$ cat src/rtl/spi_responder_pkg.sv
// ============================================================================
// Module   : spi_responder_pkg
// Brief    : Shared types and command/address constants for spi_responder.
// Revision : 1.0 - initial release
// ============================================================================
`default_nettype none

package spi_responder_pkg;

   typedef enum logic [2:0] {
      ST_IDLE   = 3'd0,
      ST_CMD    = 3'd1,
      ST_ADDR   = 3'd2,
      ST_WDATA  = 3'd3,
      ST_RDATA  = 3'd4,
      ST_IGNORE = 3'd5
   } state_t;

   localparam logic [7:0] CMD_WRITE = 8'h02;
   localparam logic [7:0] CMD_READ  = 8'h03;
   localparam logic [3:0] ID_ADDR   = 4'hF;

endpackage

`default_nettype wire

$ cat src/rtl/spi_pin_sync.sv
// ============================================================================
// Module   : spi_pin_sync
// Brief    : Multi-flop synchroniser with registered rise/fall edge pulses.
// Revision : 1.0 - initial release
// ============================================================================
`default_nettype none

module spi_pin_sync #(
   parameter int   STAGES    = 2,
   parameter logic RESET_VAL = 1'b0
) (
   input  logic clk,
   input  logic rst_n,
   input  logic din,
   output logic level,
   output logic rise,
   output logic fall
);

   logic [STAGES-1:0] r_sync;
   logic              r_prev;
   logic              r_rise;
   logic              r_fall;

   always_ff @(posedge clk or negedge rst_n) begin
      if (!rst_n) begin
         r_sync <= {STAGES{RESET_VAL}};
         r_prev <= RESET_VAL;
         r_rise <= 1'b0;
         r_fall <= 1'b0;
      end else begin
         r_sync <= {r_sync[STAGES-2:0], din};
         r_prev <= r_sync[STAGES-1];
         r_rise <= r_sync[STAGES-1] & ~r_prev;
         r_fall <= ~r_sync[STAGES-1] & r_prev;
      end
   end

   assign level = r_sync[STAGES-1];
   assign rise  = r_rise;
   assign fall  = r_fall;

endmodule

`default_nettype wire

$ cat src/rtl/spi_responder.sv
// ============================================================================
// Module   : spi_responder
// Brief    : SPI mode-0 target exposing a 16-byte register file (0xF = ID).
// Revision : 1.0 - initial release
// ============================================================================
`default_nettype none

module spi_responder
   import spi_responder_pkg::*;
#(
   parameter logic [7:0] ID          = 8'h5A,
   parameter int         SYNC_STAGES = 2
) (
   input  logic       CLK,
   input  logic       nRESET,
   input  logic       SCK,
   input  logic       MOSI,
   input  logic       nSS,
   output logic       MISO,
   output logic       MISO_OE,
   input  logic [3:0] RADDR,
   output logic [7:0] RDATA,
   output logic       WSTB,
   output logic [3:0] WADDR,
   output logic [7:0] WDATA,
   output logic       BUSY
);

   logic w_sck_rise, w_sck_fall, w_nss_level, w_nss_rise, w_nss_fall, w_mosi;
   logic w_unused_sck_level, w_unused_mosi_rise, w_unused_mosi_fall;

   spi_pin_sync #(.STAGES(SYNC_STAGES), .RESET_VAL(1'b0)) u_sck_sync (
      .clk(CLK), .rst_n(nRESET), .din(SCK),
      .level(w_unused_sck_level), .rise(w_sck_rise), .fall(w_sck_fall));

   spi_pin_sync #(.STAGES(SYNC_STAGES), .RESET_VAL(1'b1)) u_nss_sync (
      .clk(CLK), .rst_n(nRESET), .din(nSS),
      .level(w_nss_level), .rise(w_nss_rise), .fall(w_nss_fall));

   spi_pin_sync #(.STAGES(SYNC_STAGES), .RESET_VAL(1'b0)) u_mosi_sync (
      .clk(CLK), .rst_n(nRESET), .din(MOSI),
      .level(w_mosi), .rise(w_unused_mosi_rise), .fall(w_unused_mosi_fall));

   // The nSS pipeline resets to "high"; a low pin would then look like a fresh
   // fall. Frames are only accepted once the pipeline holds real pin samples.
   logic [SYNC_STAGES+1:0] r_warm;
   logic                   w_start;

   always_ff @(posedge CLK or negedge nRESET) begin
      if (!nRESET) r_warm <= '0;
      else         r_warm <= {r_warm[SYNC_STAGES:0], 1'b1};
   end

   assign w_start = w_nss_fall & r_warm[SYNC_STAGES+1];

   state_t      r_state, w_next;
   logic [2:0]  r_bitcnt;
   logic [7:0]  r_shift_in, r_cmd, r_shift_out;
   logic [3:0]  r_addr;
   logic        r_load_pend;
   logic        r_wstb;
   logic [3:0]  r_waddr;
   logic [7:0]  r_wdata, r_rdata;
   logic [7:0]  r_regs [15];
   logic [7:0]  w_rd_spi, w_rd_loc, w_byte;
   logic        w_sck_r, w_sck_f, w_last, w_we;

   assign w_sck_r = w_sck_rise & ~w_nss_level;
   assign w_sck_f = w_sck_fall & ~w_nss_level;
   assign w_byte  = {r_shift_in[6:0], w_mosi};
   assign w_last  = (r_bitcnt == 3'd7);
   assign w_we    = w_sck_r & w_last & (r_state == ST_WDATA) & (r_addr != ID_ADDR);

   always_ff @(posedge CLK or negedge nRESET) begin
      if (!nRESET) r_state <= ST_IDLE;
      else         r_state <= w_next;
   end

   always_comb begin
      w_next = r_state;
      if (w_nss_rise) begin
         w_next = ST_IDLE;
      end else begin
         case (r_state)
            ST_IDLE:  if (w_start) w_next = ST_CMD;
            ST_CMD:   if (w_sck_r && w_last) w_next = ST_ADDR;
            ST_ADDR:
               if (w_sck_r && w_last) begin
                  if (r_cmd == CMD_WRITE)     w_next = ST_WDATA;
                  else if (r_cmd == CMD_READ) w_next = ST_RDATA;
                  else                        w_next = ST_IGNORE;
               end
            default:  w_next = r_state;
         endcase
      end
   end

   always_ff @(posedge CLK or negedge nRESET) begin
      if (!nRESET) begin
         r_bitcnt    <= 3'd0;
         r_shift_in  <= 8'h00;
         r_cmd       <= 8'h00;
         r_shift_out <= 8'h00;
         r_addr      <= 4'h0;
         r_load_pend <= 1'b0;
         r_wstb      <= 1'b0;
         r_waddr     <= 4'h0;
         r_wdata     <= 8'h00;
      end else begin
         r_wstb <= 1'b0;
         if (w_start) begin
            r_bitcnt    <= 3'd0;
            r_load_pend <= 1'b0;
            r_shift_out <= 8'h00;
         end
         if (w_sck_r && r_state != ST_IDLE && r_state != ST_IGNORE) begin
            r_shift_in <= w_byte;
            r_bitcnt   <= r_bitcnt + 3'd1;
            if (w_last) begin
               case (r_state)
                  ST_CMD:   r_cmd <= w_byte;
                  ST_ADDR: begin
                     r_addr      <= w_byte[3:0];
                     r_load_pend <= (r_cmd == CMD_READ);
                  end
                  ST_WDATA: begin
                     if (r_addr != ID_ADDR) begin
                        r_wstb  <= 1'b1;
                        r_waddr <= r_addr;
                        r_wdata <= w_byte;
                     end
                     r_addr <= r_addr + 4'd1;
                  end
                  ST_RDATA: r_load_pend <= 1'b1;
                  default:  r_load_pend <= r_load_pend;
               endcase
            end
         end
         // Falling edge either loads the next byte or shifts the current one.
         if (w_sck_f && r_state == ST_RDATA) begin
            if (r_load_pend) begin
               r_shift_out <= w_rd_spi;
               r_addr      <= r_addr + 4'd1;
               r_load_pend <= 1'b0;
            end else begin
               r_shift_out <= {r_shift_out[6:0], 1'b0};
            end
         end
      end
   end

   always_ff @(posedge CLK or negedge nRESET) begin
      if (!nRESET) begin
         for (int i = 0; i < 15; i++) r_regs[i] <= 8'h00;
         r_rdata <= 8'h00;
      end else begin
         for (int i = 0; i < 15; i++) begin
            if (w_we && r_addr == 4'(i)) r_regs[i] <= w_byte;
         end
         r_rdata <= w_rd_loc;
      end
   end

   always_comb begin
      w_rd_spi = ID;
      w_rd_loc = ID;
      for (int i = 0; i < 15; i++) begin
         if (r_addr == 4'(i)) w_rd_spi = r_regs[i];
         if (RADDR  == 4'(i)) w_rd_loc = r_regs[i];
      end
   end

   assign MISO    = (r_state == ST_RDATA) & r_shift_out[7];
   assign MISO_OE = ~w_nss_level;
   assign BUSY    = ~w_nss_level;
   assign WSTB    = r_wstb;
   assign WADDR   = r_waddr;
   assign WDATA   = r_wdata;
   assign RDATA   = r_rdata;

endmodule

`default_nettype wire

$ cat config.mk
export PLATFORM = sky130hd
export DESIGN_NAME = spi_responder
export DESIGN_NICKNAME = d
export VERILOG_FILES = /design/src/rtl/spi_responder_pkg.sv /design/src/rtl/spi_pin_sync.sv /design/src/rtl/spi_responder.sv
export SDC_FILE = /design/constraint.sdc
export NUM_CORES = 1
export LEC_CHECK = 0
export ABC_AREA = 1
export CORE_AREA = 10 10 143 145
export DETAILED_ROUTE_END_ITERATION = 16
export DIE_AREA = 0 0 153 155
export HOLD_SLACK_MARGIN = 0.1
export PLACE_DENSITY = 0.72
export RECOVER_POWER = 100
export SLEW_MARGIN = 5
export SYNTH_ARGS = -nofsm -noshare
export SYNTH_HDL_FRONTEND = slang
export SYNTH_HIERARCHICAL = 1
export SYNTH_SLANG_ARGS = --single-unit
export TNS_END_PERCENT = 50
$ cat constraint.sdc
create_clock -name CLK -period 2.85 [get_ports CLK]
set_clock_uncertainty 0.15 [all_clocks]
set_input_delay 0.285 -clock CLK [delete_from_list [all_inputs] [get_ports CLK]]
set_output_delay 0.285 -clock CLK [all_outputs]
set_load 0.03 [all_outputs]
==> impl_metrics.sql, run 1 <==
INSERT INTO impl_metrics (metric_group, metric, value, unit) VALUES
('yosys', 'postSynthAreaPerCell', '7.77', 'sq um'),
('cells_and_area', 'final_common_cell', 'sky130_fd_sc_hd__nand2_1', ''),
('floorplan', 'die_height', '155', 'um'),
('cells_and_area', 'share_of_cells_above_drive_strength_1', '8.43', '%'),
('worst_setup_path', 'critical_path.cell_chain', 'inv_1 > ha_1 > inv_4 > nor2_4 > nand2_1 > nand3_1 > nand2_1 > nand3_1 > nand2_1 > nand2_1 > nand2_1 > nand3_1 > nand3_1 > nand3_1 > nand2_1 > nand2_1 > nand2_1 > nand2_1 > nand2_1 > nand2_1 > nand2_1', ''),
('global_routing', 'antenna_found_initial', '0', ''),
('global_routing', 'grt_remaining_overflow', '0', ''),
('floorplan', 'design.core.area', '17700', 'sq um'),
('cts', 'post-cts-setup-buffers', '0', ''),
('global_routing', 'grt_start_max_net_pins', '84', ''),
('cts', 'clkLatencyLatePin', '0.45', 'ns'),
('yosys', 'syn-cell-area', '9430', 'sq um'),
('power_and_ir_drop', 'static-leakage-power', '5.07', 'nW'),
('cts', 'worst_setup_hold_path_clk_slew', '0.08', 'ns'),
('run_status', 'violations', 'max-capacitance violations, max-slew violations', ''),
('min_path', 'min_path_cells', '0', ''),
('cells_and_area', 'utilization', '60.7', '%'),
('floorplan', 'die-area', '23700', 'sq um'),
('worst_setup_path', 'crit_fanout', '11', ''),
('worst_setup_path', 'critPathMaxStageDelay', '0.43', 'ns'),
('sta', 'postLayoutSetupSlackWorst', '0.252', 'ns'),
('sta', 'finalMaxSlewViolations', '82', ''),
('sta', 'period_needed', '2.60', 'ns'),
('cells_and_area', 'final_cell_area', '10700', 'sq um'),
('sta', 'fmaxAchievable', '385', 'MHz'),
('power_and_ir_drop', 'total_power', '6.11', 'mW'),
('route', 'total_wirelength', '27900', 'um'),
('min_path', 'hold_start', 'r_warm[0]', ''),
('power_and_ir_drop', 'power.share.clock', '41.0', '%'),
('power_and_ir_drop', 'power-per-cell-area', '570', 'nW/um^2'),
('floorplan', 'chipWidth', '153', 'um'),
('place', 'placement.cell_area', '10100', 'sq um'),
('sta', 'setup_violations', '0', ''),
('cts', 'cts_tree', 'yes', ''),
('cts', 'tritoncts_num_sinks', '191', ''),
('place', 'placement.io_buffers', '32', ''),
('place', 'place.gp.congestion', '1.01', ''),
('worst_setup_path', 'end_of_the_worst_register_to_register_path', 'r_shift_out[1]', ''),
('sta', 'post-route-period-util', '91.1', '%'),
('worst_setup_path', 'timing.critical_path.to_type', 'flop', ''),
('worst_setup_path', 'cp_common_cell', 'sky130_fd_sc_hd__nand2_1', ''),
('min_path', 'min_path_type', 'flop to flop', ''),
('worst_setup_path', 'setup_slack_of_the_worst_register_to_register_path', '0.25', 'ns'),
('cells_and_area', 'antennaDiodeCount', '0', ''),
('worst_setup_path', 'cpMaxStageDelayCell', 'sky130_fd_sc_hd__dfrtp_1', ''),
('worst_setup_path', 'criticalPathCategory', 'flop to flop', ''),
('cells_and_area', 'finalNetCount', '1272', ''),
('route', 'route.detailed.drc', '0', ''),
('worst_setup_path', 'r2r_cells', '21', ''),
('route', 'route.detailed.vias_per_inst', '5.62', ''),
('yosys', 'synthesis.yosys.warnings', '6', ''),
('power_and_ir_drop', 'seq_power_share', '46.8', '%'),
('power_and_ir_drop', 'sw_frac_of_total', '30.6', '%'),
('route', 'route.antenna.remaining_nets', '0', ''),
('global_routing', 'number_of_global_route_vias_before_repair', '8039', ''),
('yosys', 'netlist_instances', '1213', ''),
('place', 'dp_hpwl', '19900', 'um'),
('worst_setup_path', 'cp.required', '3.05', 'ns'),
('power_and_ir_drop', 'vdd_ir_drop_max', '0.485', 'mV'),
('floorplan', 'floorplan.initialDensity', '53.4', '%'),
('cells_and_area', 'syn_to_final_growth', '13.6', '%'),
('cells_and_area', 'top_library_cells_by_usage_in_the_layout_fill_and_taps_aside', '387 x sky130_fd_sc_hd__nand2_1, 188 x sky130_fd_sc_hd__dfrtp_1, 172 x sky130_fd_sc_hd__o21ai_0', ''),
('worst_setup_path', 'crit_arrival', '2.80', 'ns'),
('route', 'vias', '8425', ''),
('run_status', 'run_status', 'finished with violations', ''),
('cts', 'clk_root_buffer_cell', 'sky130_fd_sc_hd__clkbuf_16', ''),
('flow_run', 'max-cap-violations', '1', ''),
('global_routing', 'grt_first_pass_wirelength', '45300', 'um'),
('route', 'wire_per_inst', '18.6', 'um'),
('floorplan', 'ios', '33', ''),
('place', 'dp_slack', '0.0639', 'ns');
[worst max path at each step]
stage,startpoint,to,cells after the start
floorplan,r_addr[1],r_shift_out[1],22
global placement,RADDR[2],RDATA[3],11
detailed placement,RADDR[0],RDATA[0],10
CTS,r_bitcnt[0],r_regs[32],10
global route,r_bitcnt[0],r_regs[44],11
finish,r_addr[1],r_shift_out[1],21
[timing repair]
action / CTS / global route
setup endpoints to repair: 0 / 7
hold endpoints to repair: 82 / 0
gates resized for setup: 0 / 4
hold buffers: 2 / 0
[registers in the layout, indices dropped and copies added (netlist names), 2 cells and up]
register            flops
r_regs                120
RDATA                   8
WDATA                   8
r_cmd                   8
r_shift_out             8
r_shift_in              7
WADDR                   4
r_addr                  4
r_warm                  4
r_bitcnt                3
r_state                 3
u_mosi_sync/r_sync      2
u_nss_sync/r_sync       2
u_sck_sync/r_sync       2
[layout make-up]
cell class / instances / area, sq um
fill: 1621 / 6950
sequential: 191 / 4780
multi-input combinational: 853 / 3960
timing repair buffer: 64 / 577
inverter: 130 / 490
clock buffer: 18 / 429
tap: 229 / 287
clock inverter: 14 / 185
[power by group through the flow]
stage	registers [mW]	logic [mW]	clock network [mW]
after global routing	2.87	0.816	2.64
final	2.86	0.746	2.50
after global placement	2.91	0.739	0
after CTS	2.86	0.758	2.53
after detailed placement	2.91	0.744	0
after floorplan	2.92	0.352	0
[routing by layer]
| layer | vias up | GRT usage, % | routed length (um) |
|---|---|---|---|
| li1 | 3997 | - | - |
| met1 | 4044 | 34.7 | 13100 |
| met2 | 342 | 35.1 | 12200 |
| met3 | 42 | 4.11 | 2000 |
| met4 | 0 | 8.31 | 657 |
| met5 | - | 0 | 0 |
[critical path, delay by kind of cell (launching register included)]
family / cells / cell delay, ns
adders and majority gates: 1 / 0.29
buffers and inverters: 2 / 0.25
and+or+nand+nor: 18 / 1.40
DFF: 1 / 0.43
[metrics by stage]
stage          hold slack, ns  std cells
6_report                0.200       1499
5_1_grt                 0.211       1499
4_1_cts                 0.112       1499
3_5_place_dp            0.186       1465
3_3_place_gp            0.182       1465
2_1_floorplan          -0.161       1213
No activity file was read; power rests on OpenSTA's default activity.
==> run 2: changes to the inputs <==
SETUP_SLACK_MARGIN = 0.3   (was unset)
==> run 2 against run 1 <==
Net effect:
- the flow now finishes without violations
- maximum frequency up 1.8%
- core utilization increased by 0.74 points
- critical path depth decreased by 17
- via count rose by 0.36%
- sequential cell count unchanged
- sequential power hardly changed
- sequential share of layout area down 0.51 points
- highest routed layer unchanged
==> impl_metrics.sql, run 2 (same netlist as run 1, synthesis figures left out) <==
INSERT INTO impl_metrics (metric_group, metric, value, unit) VALUES
('floorplan', 'floorplan.initialDensity', '53.4', '%'),
('cts', 'cts.htree.levels', '4', ''),
('global_routing', 'antenna_found_initial', '0', ''),
('place', 'place.gp.congestion', '1.01', ''),
('sta', 'post-route-period-util', '89.5', '%'),
('power_and_ir_drop', 'power-per-cell-area', '563', 'nW/um^2'),
('global_routing', 'number_of_global_route_vias_before_repair', '8039', ''),
('global_routing', 'grt_remaining_overflow', '0', ''),
('cts', 'clk_root_buffer_cell', 'sky130_fd_sc_hd__clkbuf_16', ''),
('worst_setup_path', 'critPathMaxStageDelay', '0.77', 'ns'),
('worst_setup_path', 'criticalPathCategory', 'flop to output port', ''),
('floorplan', 'die_height', '155', 'um'),
('place', 'dp_hpwl', '19900', 'um'),
('floorplan', 'die-area', '23700', 'sq um'),
('cells_and_area', 'finalNonFillerCells', '1510', ''),
('sta', 'setup_violations', '0', ''),
('route', 'drtPass1Iterations', '6', ''),
('cells_and_area', 'filler_cell_count', '1606', ''),
('route', 'dr.first_iter.drc_count', '969', ''),
('cts', 'clk_path_buf_depth', '2', ''),
('place', 'placedCellCount', '1465', ''),
('cells_and_area', 'top_library_cells_by_usage_in_the_layout_fill_and_taps_aside', '393 x sky130_fd_sc_hd__nand2_1, 185 x sky130_fd_sc_hd__dfrtp_1, 171 x sky130_fd_sc_hd__o21ai_0', ''),
('sta', 'final-hold-violation-count', '0', ''),
('global_routing', 'grt_first_pass_wirelength', '45300', 'um'),
('flow_run', 'max-cap-violations', '0', ''),
('route', 'route.detailed.drc', '0', ''),
('worst_setup_path', 'cpMaxStageDelayCell', 'sky130_fd_sc_hd__dlygate4sd3_1', ''),
('worst_setup_path', 'cp.required', '2.41', 'ns'),
('floorplan', 'core.rowCount', '49', ''),
('route', 'wire_per_inst', '18.7', 'um'),
('worst_setup_path', 'crit_start', 'r_state[1]', ''),
('worst_setup_path', 'crit_arrival', '2.12', 'ns'),
('sta', 'grt_setup_unrepaired', 'yes', ''),
('cells_and_area', 'largest_register_ff_count', '120', ''),
('cells_and_area', 'antennaDiodeCount', '0', ''),
('floorplan', 'ios', '33', ''),
('global_routing', 'grt_start_max_net_pins', '84', ''),
('cts', 'numCtsBuffers', '17', ''),
('worst_setup_path', 'critical_path.cell_chain', 'nor2_1 > nand2_1 > nor2_1 > dlygate4sd3_1', ''),
('worst_setup_path', 'setup.worst_path.start_class', 'flop', ''),
('cells_and_area', 'syn_to_final_growth', '15.0', '%'),
('sta', 'fmaxAchievable', '392', 'MHz'),
('route', 'vias', '8455', ''),
('cells_and_area', 'regMostFlops', 'r_regs', ''),
('run_status', 'run_status', 'completed', ''),
('cells_and_area', 'final_common_cell', 'sky130_fd_sc_hd__nand2_1', ''),
('min_path', 'hold_start', 'r_warm[0]', ''),
('cts', 'tritoncts_num_sinks', '191', ''),
('cts', 'cts_tree', 'yes', ''),
('place', 'placement.io_buffers', '32', ''),
('worst_setup_path', 'crit_fanout', '6', ''),
('power_and_ir_drop', 'static-leakage-power', '5.11', 'nW'),
('sta', 'setup_tns', '0', 'ns'),
('route', 'route.detailed.vias_per_inst', '5.60', ''),
('min_path', 'min_path_type', 'flop to flop', ''),
('place', 'dp_slack', '0.0639', 'ns'),
('cells_and_area', 'utilization', '61.4', '%'),
('sta', 'period_needed', '2.55', 'ns'),
('worst_setup_path', 'timing.critical_path.to_type', 'output port', ''),
('sta', 'finalMaxSlewViolations', '0', ''),
('cells_and_area', 'share_of_cells_above_drive_strength_1', '9.45', '%'),
('floorplan', 'chipWidth', '153', 'um'),
('sta', 'postLayoutSetupSlackWorst', '0.299', 'ns'),
('cells_and_area', 'finalNetCount', '1283', ''),
('sta', 'max-slew-margin-rel', '15.5', '%'),
('global_routing', 'grt_usage', '23.9', '%'),
('cts', 'worst_setup_hold_path_clk_slew', '0.08', 'ns'),
('route', 'route.antenna.remaining_nets', '0', ''),
('worst_setup_path', 'crit-reg2reg-launch', 'r_addr[0]', ''),
('sta', 'max_slew.worst_pin.slew', '1.27', 'ns'),
('floorplan', 'design.core.area', '17700', 'sq um'),
('power_and_ir_drop', 'vdd_ir_drop_max', '0.482', 'mV'),
('power_and_ir_drop', 'total_power', '6.11', 'mW'),
('cts', 'clkLatencyLatePin', '0.45', 'ns'),
('route', 'total_wirelength', '28200', 'um'),
('worst_setup_path', 'cp_common_cell', 'sky130_fd_sc_hd__nor2_1', '');
## run 2: cell count changes in the layout (fill, tap and decap cells not counted), moves of 3 or more
cell	before	now
sky130_fd_sc_hd__clkbuf_1	2	5
sky130_fd_sc_hd__ha_1	6	3
sky130_fd_sc_hd__dfrtp_2	0	3
sky130_fd_sc_hd__buf_4	25	34
sky130_fd_sc_hd__nand3_2	0	4
sky130_fd_sc_hd__nand3_1	67	63
sky130_fd_sc_hd__nand2_1	387	393
sky130_fd_sc_hd__dfrtp_1	188	185
sky130_fd_sc_hd__nand2_2	12	5
sky130_fd_sc_hd__ha_4	0	3
## run 2: critical path: cells and delay by family (launching register included)
family / cells / cell delay [ns]
buffers and inverters: 1 / 0.77
flip-flops: 1 / 0.46
AND/OR/NAND/NOR: 3 / 0.45
## run 2: power breakdown
part           leakage [nW]  internal, mW  switching (mW)
registers              2.61          2.80          0.0628
logic                  2.20         0.158           0.587
clock network         0.297          1.28            1.23
## run 2: final timing paths
check	cells past startpoint	slack (ns)	to
max reg2reg	20	0.33	r_shift_out[0]
min reg2reg	0	0.20	r_warm[1]
min in group asynchronous	2	0.26	r_regs[77]
max in group asynchronous	3	0.55	r_regs[11]
max	4	0.30	MISO
min	0	0.20	r_warm[1]
## run 2: layout make-up
class                           count  area, sq um  share of cell area (%)
Clock inverter                     14          185                    1.71
Inverter                          130          500                    4.62
Multi-Input combinational cell    853         4020                    37.0
Sequential cell                   191         4790                    44.2
Tap cell                          229          287                    2.64
Clock buffer                       18          429                    3.96
Timing Repair Buffer               75          636                    5.86
## run 2: metal layers
metal  track usage [%]  wire length (um)
met1              34.7             13100
met2              35.1             12400
met3              4.11              2100
met4              8.31               626
met5                 0                 0
## run 2: metrics by stage
step,cell area [sq um],hold WS [ns]
6_report,10800,0.201
5_1_grt,10800,0.211
4_1_cts,10700,0.112
3_5_place_dp,10100,0.186
3_3_place_gp,10100,0.182
2_1_floorplan,9430,-0.161
## run 2: timing repair
item,CTS,global route
hold endpoints to repair,82,0
hold buffers,2,0
pin swaps,0,4
setup buffers,0,11
setup endpoints to repair,10,123
gates resized for setup,1,33
==> edit 1, RTL diff (config.mk and constraints of run 1) <==
Add an input register stage for `SCK`, `MOSI`, `nSS` and `RADDR`, with the module's reset; this delays them by one clock.
--- a/src/rtl/spi_responder.sv
+++ b/src/rtl/spi_responder.sv
@@ -27,17 +27,36 @@
 );
 
+   logic SCK_q;
+   logic MOSI_q;
+   logic nSS_q;
+   logic [3:0] RADDR_q;
+
+   always_ff @(posedge CLK or negedge nRESET) begin
+      if (!nRESET) begin
+         SCK_q   <= '0;
+         MOSI_q  <= '0;
+         nSS_q   <= '0;
+         RADDR_q <= '0;
+      end else begin
+         SCK_q   <= SCK;
+         MOSI_q  <= MOSI;
+         nSS_q   <= nSS;
+         RADDR_q <= RADDR;
+      end
+   end
+
    logic w_sck_rise, w_sck_fall, w_nss_level, w_nss_rise, w_nss_fall, w_mosi;
    logic w_unused_sck_level, w_unused_mosi_rise, w_unused_mosi_fall;
 
    spi_pin_sync #(.STAGES(SYNC_STAGES), .RESET_VAL(1'b0)) u_sck_sync (
-      .clk(CLK), .rst_n(nRESET), .din(SCK),
+      .clk(CLK), .rst_n(nRESET), .din(SCK_q),
       .level(w_unused_sck_level), .rise(w_sck_rise), .fall(w_sck_fall));
 
    spi_pin_sync #(.STAGES(SYNC_STAGES), .RESET_VAL(1'b1)) u_nss_sync (
-      .clk(CLK), .rst_n(nRESET), .din(nSS),
+      .clk(CLK), .rst_n(nRESET), .din(nSS_q),
       .level(w_nss_level), .rise(w_nss_rise), .fall(w_nss_fall));
 
    spi_pin_sync #(.STAGES(SYNC_STAGES), .RESET_VAL(1'b0)) u_mosi_sync (
-      .clk(CLK), .rst_n(nRESET), .din(MOSI),
+      .clk(CLK), .rst_n(nRESET), .din(MOSI_q),
       .level(w_mosi), .rise(w_unused_mosi_rise), .fall(w_unused_mosi_fall));
 
@@ -167,5 +186,5 @@
       for (int i = 0; i < 15; i++) begin
          if (r_addr == 4'(i)) w_rd_spi = r_regs[i];
-         if (RADDR  == 4'(i)) w_rd_loc = r_regs[i];
+         if (RADDR_q == 4'(i)) w_rd_loc = r_regs[i];
       end
    end
Formal check against the unedited RTL: not equivalent (a bounded check fails within 4 cycles, from zero or initial values and one cycle with nRESET low).
==> edit 1 against run 1 <==
The run still ends with capacitance limit, slew limit left. Sequential share of layout area rose by 1.2 points. Count of clock-buffer cells in the layout down 1. Non-clock buffer count fell by 8. Total power grew 3.5%. First-iteration DRC count down 7.9%. Maximum frequency fell by 2.6%. Sequential cell count increased by 7. Setup slack got worse by 0.070 ns. Synthesized area rose by 1.4%. Cell area rose by 0.98%. Routed wire length decreased by 6.3%. Critical path type unchanged. Critical endpoint is now RDATA[4]$_DFF_PN0_.
==> edit 1: results (changes against run 1) <==
\begin{tabular}{lr}
\hline
Metric & Value \\
\hline
\multicolumn{2}{l}{\textbf{Outcome}} \\
Outcome & complete, but fails checks \\
Failing checks & capacitance limit, slew limit \\
\multicolumn{2}{l}{\textbf{Setup path}} \\
Worst-case register-to-register setup slack & 0.18 ns (-0.07 ns) \\
Critical path launch point & RADDR\_q[2]\$\_DFF\_PN0\_ \\
Arr. time, crit path & 2.85 ns (+0.05 ns) \\
End of the critical path & RDATA[4]\$\_DFF\_PN0\_ \\
Highest net fanout along the worst path & 8 (-3) \\
\multicolumn{2}{l}{\textbf{Drt}} \\
Met1 WL & 11.4 mm (-13\%) \\
Routed WL & 26.2 mm (-6.3\%) \\
Met3 wire length & 2.39 mm (+19\%) \\
Count of routing violations after the opening detailed-route iteration & 968 (-7.9\%) \\
Met2 wire length & 11.7 mm (-4.1\%) \\
WL per Instance & 17.5 um (-6.1\%) \\
Total via count after detailed routing & 8,439 (+0.17\%) \\
Number of optimization iterations in the first detailed-route pass & 6 (-4) \\
\multicolumn{2}{l}{\textbf{Finish}} \\
Total number of nets in the final design & 1,268 (-0.31\%) \\
Share of layout cells above drive strength 1 & 0.0719 (-0.0124) \\
\multicolumn{2}{l}{\textbf{Placement}} \\
HPWL Detailed & 18.3 mm (-8.1\%) \\
Placed cell count & 1,461 (-0.27\%) \\
Placed Area & 10,200 um\^{}2 (+0.72\%) \\
Placement Setup Slack & 0.0434 ns (-0.0205 ns) \\
Routability congestion estimate & 0.972 (-3.8\%) \\
\multicolumn{2}{l}{\textbf{STA}} \\
Pins Over Slew Limit & 88 (+7.3\%) \\
Final Cycle Share & 0.936 (+0.0246) \\
Final worst hold slack & 0.204 ns (+0.00341 ns) \\
\multicolumn{2}{l}{\textbf{Worst hold path}} \\
Endpoint, Worst Hold & u\_mosi\_sync/r\_sync[1]\$\_DFF\_PN0\_ \\
Worst Min Path Start & u\_mosi\_sync/r\_sync[0]\$\_DFF\_PN0\_ \\
\multicolumn{2}{l}{\textbf{Pwr}} \\
Combinational power & 0.000757 W (+1\%) \\
Clk network pwr share & 0.409 (about the same) \\
Maximum vdd ir drop & 0.497 mV (+2.6\%) \\
Leakage power total & 4.97 nW (-1.9\%) \\
Pwr per Cell Area & 584 nW/um\^{}2 (+2.5\%) \\
\multicolumn{2}{l}{\textbf{Flow run}} \\
Maximum Capacitance Violations & 1 (unchanged) \\
\multicolumn{2}{l}{\textbf{GRT}} \\
Maximum number of pins on one net before global-route repair & 88 (+4.8\%) \\
Met1 track utilization from global routing & 0.311 (-0.0360) \\
GRT Util Overall & 0.222 (-0.0172) \\
Wire length of the first global-routing pass & 42.5 mm (-6.0\%) \\
Met3 GRT Util & 0.0447 (+0.00358) \\
GR Layer Usage met2 & 0.337 (-0.0142) \\
\multicolumn{2}{l}{\textbf{Clocking}} \\
Count of H-tree levels built during CTS & 4 (unchanged) \\
\multicolumn{2}{l}{\textbf{Synth}} \\
Nets in the synthesized netlist & 1,236 (+0.65\%) \\
\hline
\end{tabular}
edit 1: cell type report:
type | instances | area [um^2]
fill | 1591 | 6840
sequential | 198 | 4960
multi-input combinational | 860 | 3970
timing repair buffer | 56 | 499
inverter | 120 | 453
clock buffer | 17 | 425
tap | 229 | 287
clock inverter | 15 | 226
edit 1: worst max-delay path, stage by stage (launching register included):
cell and delay (ns):
dfrtp_1 0.42, nor2_2 0.35, inv_1 0.13, nor2_2 0.39, nand2_1 0.08, o21ai_0 0.12, nor2_1 0.08, o211ai_1 0.11
a21oi_1 0.11, o21ai_0 0.10, a21oi_1 0.07, o211ai_1 0.15, nor3_1 0.08, nor2_1 0.13, o21ai_0 0.09
edit 1: what timing repair did:
item / 4_1_cts / 5_1_grt
resized for setup: 0 / 5
hold endpoints to repair: 82 / 0
hold buffers: 2 / 0
setup endpoints to repair: 0 / 15
==> edit 2, RTL diff (flow settings as in run 1) <==
Made on the original files. The parameter `SYNC_STAGES` goes from 2 to 4.
--- a/src/rtl/spi_responder.sv
+++ b/src/rtl/spi_responder.sv
@@ -10,5 +10,5 @@
 #(
    parameter logic [7:0] ID          = 8'h5A,
-   parameter int         SYNC_STAGES = 2
+   parameter int         SYNC_STAGES = 4
 ) (
    input  logic       CLK,
Formal check against the unedited RTL: not equivalent (Yosys sat finds a counterexample within 4 cycles, from zero or initial values and one cycle with nRESET low).
==> edit 2 against run 1 <==
The flow still finishes with violations (capacitance limit, slew limit). Total power rose by 4.0%. Largest cell class unchanged. Routed wire length is 1.1% higher. Non-clock buffer count is 5 higher. Maximum frequency down 2.3%. Sequential share of layout area grew 0.96 points. Largest power group unchanged. Setup slack lost 0.062 ns. Synthesized area rose by 1.9%. Die area did not move. Hold slack better by 0.0013 ns. Critical path type unchanged. Sequential cell count up 8. Cell area up 2.0%. Global-route usage is essentially flat.
==> edit 2: results (changes against run 1) <==
\begin{tabular}{lr}
\hline
Metric & Value \\
\hline
\multicolumn{2}{l}{\textbf{GRT}} \\
GRT Util Overall & 0.239 (+0.000451) \\
Maximum number of pins on one net before global-route repair & 74 (-12\%) \\
Number of global-route vias before repair & 8,209 (+2.1\%) \\
GR Layer Usage met2 & 0.357 (+0.00537) \\
Met3 GRT Util & 0.0455 (+0.00441) \\
Met1 track utilization from global routing & 0.346 (-0.00159) \\
\multicolumn{2}{l}{\textbf{Drt}} \\
Total via count after detailed routing & 8,582 (+1.9\%) \\
Met1 WL & 13.0 mm (-0.62\%) \\
Count of routing violations after the opening detailed-route iteration & 1,023 (-2.7\%) \\
Met2 wire length & 12.2 mm (about the same) \\
Met3 wire length & 2.34 mm (+17\%) \\
WL per Instance & 18.7 um (+0.23\%) \\
Number of optimization iterations in the first detailed-route pass & 7 (-3) \\
\multicolumn{2}{l}{\textbf{STA}} \\
Pins Over Slew Limit & 73 (-11\%) \\
Final worst hold slack & 0.201 ns (+0.00127 ns) \\
Transition time at the pin with the least slew margin & 1.92 ns (-0.196 ns) \\
\multicolumn{2}{l}{\textbf{Outcome}} \\
Outcome & complete, but fails checks \\
Failing checks & capacitance limit, slew limit \\
\multicolumn{2}{l}{\textbf{Finish}} \\
Share of layout cells above drive strength 1 & 0.0818 (-0.00241) \\
Total number of nets in the final design & 1,285 (+1.0\%) \\
Count of fill cells added during filler insertion & 1,551 (-4.3\%) \\
Utilization of the core after routing & 0.619 (+0.0124) \\
\multicolumn{2}{l}{\textbf{Placement}} \\
Placed Area & 10,300 um\^{}2 (+2.1\%) \\
Routability congestion estimate & 0.986 (-2.5\%) \\
HPWL Detailed & 19.8 mm (-0.62\%) \\
Placement Setup Slack & -0.0221 ns (-0.0860 ns) \\
\multicolumn{2}{l}{\textbf{Setup path}} \\
Arr. time, crit path & 2.90 ns (+0.10 ns) \\
Critical path launch point & r\_addr[0]\$\_DFF\_PN0\_ \\
Highest net fanout along the worst path & 6 (-5) \\
Worst-case register-to-register setup slack & 0.19 ns (-0.06 ns) \\
Reg2reg end & r\_shift\_out[0]\$\_DFFE\_PN0P\_ \\
\multicolumn{2}{l}{\textbf{Worst hold path}} \\
Endpoint, Worst Hold & r\_warm[5]\$\_DFF\_PN0\_ \\
Worst Min Path Start & r\_warm[4]\$\_DFF\_PN0\_ \\
\multicolumn{2}{l}{\textbf{Pwr}} \\
Leakage power total & 5.14 nW (+1.5\%) \\
\multicolumn{2}{l}{\textbf{Flow run}} \\
Maximum Capacitance Violations & 1 (unchanged) \\
\multicolumn{2}{l}{\textbf{Synth}} \\
Nets in the synthesized netlist & 1,234 (+0.49\%) \\
\hline
\end{tabular}
[edit 2: worst max-delay path by stage]
stage | to | slack [ns] | cells after the start
after floorplan | r_shift_out[4]$_DFFE_PN0P_ | 0.68 | 20
after global placement | RDATA[0]$_DFF_PN0_ | -0.03 | 10
after detailed placement | RDATA[0]$_DFF_PN0_ | -0.02 | 10
after CTS | r_regs[68]$_DFFE_PN0P_ | 0.19 | 12
after global routing | r_shift_out[4]$_DFFE_PN0P_ | -0.02 | 21
final | r_shift_out[0]$_DFFE_PN0P_ | 0.19 | 20
[edit 2: power by group]
part	switching, W	total [W]	leakage [nW]	internal (W)
Sequential	0.0000598	0.00298	2.71	0.00292
Clock	0.00130	0.00260	0.305	0.00130
Combinational	0.000612	0.000776	2.13	0.000163
[edit 2: critical path, stage by stage, from the launching register on]
cell and delay, ns:
dfrtp_1 0.43, inv_1 0.14, ha_1 0.30, nand2_1 0.10, nor2_1 0.21, nand2_1 0.09
nand3_1 0.07, nand3_1 0.15, nand3_1 0.14, nand2_1 0.06, nand2_1 0.07, nand2_1 0.06
nand3_1 0.06, nand2_1 0.06, nand3_1 0.08, nand3_1 0.08, nand2_1 0.08, nand2_1 0.05
nand2_1 0.09, nand2_1 0.06, nand2_1 0.06
[edit 2: cell type report]
| type | count | share of cell area |
|---|---|---|
| inverters | 133 | 0.0461 |
| multi-input cells | 850 | 0.359 |
| repair buffers | 69 | 0.0542 |
| clock inverters | 15 | 0.0193 |
| clock buffers | 17 | 0.0389 |
| well taps | 229 | 0.0262 |
| flip-flops and latches | 199 | 0.456 |
[edit 2: timing repair]
action,CTS,global route
endpoints found under the hold margin,69,0
setup endpoints to repair,0,44
hold buffers,2,0
gates resized for setup,0,3
